## config.mk

```make
export PLATFORM = sky130hd
export DESIGN_NAME = seg_scan_driver
export DESIGN_NICKNAME = d
export VERILOG_FILES = /design/src/rtl/seg_pkg.sv /design/src/rtl/seg_scan_driver_tick.sv /design/src/rtl/seg_scan_driver.sv
export SDC_FILE = /design/constraint.sdc
export NUM_CORES = 1
export LEC_CHECK = 0
export ABC_AREA = 1
export BUFFER_PORTS_ARGS = -buffer_cell sky130_fd_sc_hd__buf_2
export CORE_MARGIN = 5
export CORE_UTILIZATION = 41
export CTS_CLUSTER_SIZE = 20
export DETAILED_ROUTE_END_ITERATION = 8
export GPL_ROUTABILITY_DRIVEN = 0
export GPL_TIMING_DRIVEN = 0
export PLACE_DENSITY = 0.68
export SLEW_MARGIN = 5
export SYNTH_ARGS = -nofsm -noshare
export SYNTH_HDL_FRONTEND = slang
export SYNTH_SLANG_ARGS = --single-unit
```

## constraint.sdc

```tcl
create_clock -name clk -period 2.28 [get_ports clk]
set_input_delay 0.456 -clock clk [delete_from_list [all_inputs] [get_ports clk]]
set_output_delay 0.456 -clock clk [all_outputs]
set_load 0.01 [all_outputs]
```

## src/rtl/seg_pkg.sv

```systemverilog
// Shared constants and width helpers for the multiplexed seven-segment scan driver.
package seg_pkg;

  localparam int unsigned SEG_W      = 7;
  localparam int unsigned MAX_DIGITS = 8;

  function automatic int unsigned clog2(input int unsigned v);
    int unsigned r;
    r = 0;
    for (int i = 0; i < 32; i++) begin
      if ((longint'(1) << i) < longint'(v)) r = i + 1;
    end
    return r;
  endfunction

  // Bits needed for a counter spanning 0..v-1, never less than one.
  function automatic int unsigned cnt_w(input int unsigned v);
    return (clog2(v) == 0) ? 1 : clog2(v);
  endfunction

endpackage

```

## src/rtl/seg_scan_driver_tick.sv

```systemverilog
// scan_tick_gen: free-running prescaler 0..CLK_DIV-1 with a tick on the last count.
module scan_tick_gen
  import seg_pkg::*;
#(
  parameter int unsigned CLK_DIV = 100000
) (
  input  logic clk,
  input  logic rst_n,
  output logic tick
);

  localparam int unsigned    PW   = cnt_w(CLK_DIV);
  localparam logic [PW-1:0]  TERM = PW'(CLK_DIV - 1);

  logic [PW-1:0] pcnt_q, pcnt_d;

  assign tick = (pcnt_q == TERM);

  always_comb begin
    pcnt_d = tick ? '0 : pcnt_q + 1'b1;
  end

  always_ff @(posedge clk or negedge rst_n) begin
    if (!rst_n) pcnt_q <= '0;
    else        pcnt_q <= pcnt_d;
  end

endmodule

```

## src/rtl/seg_scan_driver.sv

```systemverilog
// Time-multiplexed seven-segment driver: shadow/display double buffering,
// per-slot anti-ghost blanking and registered AN/CA/DP outputs.
module seg_scan_driver
  import seg_pkg::*;
#(
  parameter int unsigned NUM_DIGITS   = 4,
  parameter int unsigned CLK_DIV      = 100000,
  parameter int unsigned BLANK_CYCLES = 1000,
  parameter int unsigned ACTIVE_LOW   = 1
) (
  input  logic                          clk,
  input  logic                          rst_n,
  input  logic [SEG_W*NUM_DIGITS-1:0]   seg_in,
  input  logic [NUM_DIGITS-1:0]         dp_in,
  input  logic [NUM_DIGITS-1:0]         digit_en,
  input  logic                          load,
  output logic [NUM_DIGITS-1:0]         AN,
  output logic [SEG_W-1:0]              CA,
  output logic                          DP,
  output logic                          frame_done,
  output logic                          pending
);

  localparam int unsigned   IW       = cnt_w(NUM_DIGITS);
  localparam int unsigned   BW       = cnt_w(BLANK_CYCLES + 1);
  localparam logic [IW-1:0] LAST_IDX = IW'(NUM_DIGITS - 1);
  localparam logic [BW-1:0] BLANK_V  = BW'(BLANK_CYCLES);
  localparam logic          POL      = (ACTIVE_LOW != 0);

  logic tick, boundary, blank, lit;

  logic [IW-1:0]               idx_q, idx_d;
  logic [BW-1:0]               bcnt_q, bcnt_d;
  logic                        pending_q, pending_d;
  logic [SEG_W*NUM_DIGITS-1:0] sh_seg_q, sh_seg_d, dsp_seg_q, dsp_seg_d;
  logic [NUM_DIGITS-1:0]       sh_dp_q, sh_dp_d, dsp_dp_q, dsp_dp_d;
  logic [NUM_DIGITS-1:0]       sh_en_q, sh_en_d, dsp_en_q, dsp_en_d;
  logic [NUM_DIGITS-1:0]       an_q, an_d;
  logic [SEG_W-1:0]            ca_q, ca_d, seg_sel;
  logic                        dp_q, dp_d, fd_q;

  scan_tick_gen #(.CLK_DIV(CLK_DIV)) u_tick (
    .clk   (clk),
    .rst_n (rst_n),
    .tick  (tick)
  );

  assign boundary = tick && (idx_q == LAST_IDX);

  // bcnt tracks min(pcnt, BLANK_CYCLES), so the blank window needs no prescaler tap.
  assign blank = (bcnt_q < BLANK_V);

  always_comb begin
    idx_d  = idx_q;
    bcnt_d = bcnt_q;
    if (tick) begin
      idx_d  = (idx_q == LAST_IDX) ? '0 : idx_q + 1'b1;
      bcnt_d = '0;
    end else if (blank) begin
      bcnt_d = bcnt_q + 1'b1;
    end
  end

  always_comb begin
    sh_seg_d  = sh_seg_q;
    sh_dp_d   = sh_dp_q;
    sh_en_d   = sh_en_q;
    dsp_seg_d = dsp_seg_q;
    dsp_dp_d  = dsp_dp_q;
    dsp_en_d  = dsp_en_q;
    pending_d = pending_q;
    if (load) begin
      sh_seg_d  = seg_in;
      sh_dp_d   = dp_in;
      sh_en_d   = digit_en;
      pending_d = 1'b1;
    end
    // A load on the boundary bypasses the shadow so it is not delayed a frame.
    if (boundary) begin
      if (load) begin
        dsp_seg_d = seg_in;
        dsp_dp_d  = dp_in;
        dsp_en_d  = digit_en;
        pending_d = 1'b0;
      end else if (pending_q) begin
        dsp_seg_d = sh_seg_q;
        dsp_dp_d  = sh_dp_q;
        dsp_en_d  = sh_en_q;
        pending_d = 1'b0;
      end
    end
  end

  always_comb begin
    seg_sel = dsp_seg_q[idx_q*SEG_W +: SEG_W];
    lit     = !blank && dsp_en_q[idx_q];
    an_d    = (lit ? (NUM_DIGITS'(1) << idx_q) : '0) ^ {NUM_DIGITS{POL}};
    ca_d    = (lit ? seg_sel : '0) ^ {SEG_W{POL}};
    dp_d    = (lit && dsp_dp_q[idx_q]) ^ POL;
  end

  always_ff @(posedge clk or negedge rst_n) begin
    if (!rst_n) begin
      idx_q     <= '0;
      bcnt_q    <= '0;
      pending_q <= 1'b0;
      sh_seg_q  <= '0;
      sh_dp_q   <= '0;
      sh_en_q   <= '0;
      dsp_seg_q <= '0;
      dsp_dp_q  <= '0;
      dsp_en_q  <= '0;
      an_q      <= {NUM_DIGITS{POL}};
      ca_q      <= {SEG_W{POL}};
      dp_q      <= POL;
      fd_q      <= 1'b0;
    end else begin
      idx_q     <= idx_d;
      bcnt_q    <= bcnt_d;
      pending_q <= pending_d;
      sh_seg_q  <= sh_seg_d;
      sh_dp_q   <= sh_dp_d;
      sh_en_q   <= sh_en_d;
      dsp_seg_q <= dsp_seg_d;
      dsp_dp_q  <= dsp_dp_d;
      dsp_en_q  <= dsp_en_d;
      an_q      <= an_d;
      ca_q      <= ca_d;
      dp_q      <= dp_d;
      fd_q      <= boundary;
    end
  end

  assign AN         = an_q;
  assign CA         = ca_q;
  assign DP         = dp_q;
  assign frame_done = fd_q;
  assign pending    = pending_q;

endmodule
```

==> results.ini <==
[timing]
finalCritPeriodShare_pct=75.9
setup_viol=0
relSlewSlack_pct=66.4
hold-worst-slack_ns=0.264
slew_viol_final=0
worst_pin_slew_ns=0.504
fin_crit_ns=1.73
rsz0062_at_grt=false
skew_ns=0.00709
hold_violations=0
fin_ws_ns=0.548
fmax_mhz=577

[finish]
layout-drive-gt1-share_pct=19.9
fin_util_pct=51.1
fin_cells=870
antennaDiodeCount=0
n_fill_cell=1204
fin_nets=730
area_delta_synth_final_pct=22.0

[cts]
cts_tree=yes
cts.sinks=115
cts_buffers=17
clk_latency_ns=0.42
h-tree-depth=4
cts_hold_buf=1
path_clk_slew_ns=0.06
cts_root_buffer=clkbuf_16
clockBufferDepth=2
cts_post_setup_buffers_inserted=0
post_cts_resized=0

[detailed_routing]
vias=4232
route.met2.wl_mm=5.66
avgRoutedWirePerCell_um=13.7
first_pass_iters=4
drc=0
maxUsedRoutingLayer=met4
via_per_inst=4.86
routed-wl-met3_um=632
antenna_left=0
wirelength_met1_mm=5.44
wirelength_mm=11.9
initialDrtViolationCount=396

[hold_path]
worstHoldEndpoint=sh_en_q[1]
hold_path_class=primary input to register
holdPathStages=3
min_from=digit_en[1]

[synth]
synthesis.nets=657
synth_top_area_share_pct=48.6
synth_cells=612
async_reset_ff_share_pct=100
synth_ff_type=dfrtp_1
synth_area_leaders=dfrtp_1, nand2_1, dfstp_2
synth-edff-count=0
yosysWarningCount=0
ys_types=35
ys_seq_area_share_pct=54.5
ys_seq_elements=115
yosysTopAreaCell=dfrtp_1
syn-cell-area_mm2=0.00530
avgSynthCellArea_um2=8.67

[worst_setup_path]
r2r-start=idx_q[1]
reg2reg_depth=6
path_max_fanout=11
crit_path_start=idx_q[1]
crit_path_end_kind=register
reg2reg_to=idx_q[1]
path_class=register to register
critPathArrivalTime_ns=2.01
ff2ff_setup_slack_ns=0.55
required_ns=2.56
critPathLaunchType=register

[floorplan]
die_w_um=124
die_h_um=124
initial_utilization_pct=41.9
placementRows=41
die_area_mm2=0.0153
core_mm2=0.0127
io-pin-count=53

[placement]
dp_hpwl_mm=8.45
dp_cells=837
dp_slack_ns=0.293
portBuffers=52

[power_and_ir_drop]
power.density_mw_per_mm2=804
vdd_drop_max_uv=617
leakage_uw=0.00328

[job]
maxCapViolations=0

[grt]
grt_max_degree=100
grt_pass1_vias=4218
grt_pass1_wl_mm=20.3
antenna_found_initial=0
gr-usage-all-layers_pct=17.3
grt_overflow=0

[outcome]
status=completed

-- synth_stat cells, types with 6 or more instances --
cell type  count
a21oi_1        6
dfstp_2       12
nand2_1      234
clkbuf_1       6
inv_1         29
nand4_1       40
o22ai_1        8
nor3_1        12
o21ai_0       28
inv_2          8
nor2_1        58
dfrtp_1      103
ha_1           6
nand3_1       10
xor2_1         8
buf_2          9
-- through the flow --
step / instance area [um^2] / TNS, ns / power, uW
CTS: 6470 / 0 / 5250
finish: 6470 / 0 / 5210
floorplan: 5300 / 0 / 2220
global placement: 5780 / -59.47 / 2320
global route: 6470 / 0 / 5400
detailed placement: 5810 / 0 / 2330
-- where the power goes --
| group | switching (uW) | leakage [uW] | total, uW | internal [uW] |
|---|---|---|---|---|
| logic | 119 | 0.00150 | 178 | 59.2 |
| clock network | 947 | 0.000310 | 2910 | 1970 |
| registers | 15.6 | 0.00147 | 2120 | 2100 |
| total | 1080 | 0.00328 | 5210 | 4120 |
-- metal layers --
layer	GRT usage [%]	up-vias
met5	0	-
met4	6.57	0
met3	5.95	13
met2	26.8	99
met1	22.5	1999
li1	-	2121
-- placed cells by master (no fill, tap or decap), types with 3 or more instances in the layout --
master	n
buf_12	5
nand3_1	10
nand2_1	234
inv_1	29
buf_6	4
o21ai_0	28
dfstp_2	12
ha_1	6
clkbuf_1	7
nand4_1	40
o22ai_1	8
clkbuf_16	17
inv_2	8
nor2_1	58
a21oi_1	6
dfrtp_1	103
xor2_1	8
clkinv_2	3
buf_4	5
nor3_1	12
bufinv_16	5
nor2_2	3
clkinvlp_4	3
buf_2	60
-- area by class of cell --
cell class                 count  area, um^2  share of cell area, %
sequential                   115        2890                   44.7
multi-input combinational    430        2030                   31.3
clock buffer                  19         443                   6.84
timing repair buffer          54         304                   4.70
buffer                        29         243                   3.75
tap                          172         215                   3.33
clock inverter                13         205                   3.17
inverter                      38         143                   2.20
-- registers in the layout, indices dropped and copies added, names as in the netlist --
register,cells
sh_seg_q,28
idx_q,2
sh_dp_q,4
AN,4
sh_en_q,4
u_tick.pcnt_q,17
dsp_seg_q,28
dsp_en_q,4
dsp_dp_q,4
frame_done,1
bcnt_q,10
DP,1
pending,1
CA,7
-- critical path, cell delays in order, from the launching register on --
cell and delay, ns:
dfrtp_1 0.39, clkbuf_1 0.24, inv_1 0.12, clkbuf_1 0.38, ha_1 0.32, nand2_1 0.07, o21ai_0 0.07
-- logic make-up after synthesis --
kind of cell / synth area share (%)
AOI/OAI and AO/OA: 4.46
adders and majority gates: 1.42
buffers and inverters: 7.27
and+or+nand+nor: 30.7
DFF: 54.5
xor gates and xnor gates: 1.65
-- worst max path at each step --
stage	to	slack (ns)	cells past startpoint
after detailed placement	dsp_seg_q[25]	0.29	8
final	idx_q[1]	0.55	6
after CTS	dsp_seg_q[20]	0.55	9
after global routing	CA[4]	0.41	7
after global placement	sh_seg_q[2]	-0.58	1
after floorplan	dsp_seg_q[21]	0.78	9
Note: power is estimated with default switching activity, not from simulation.
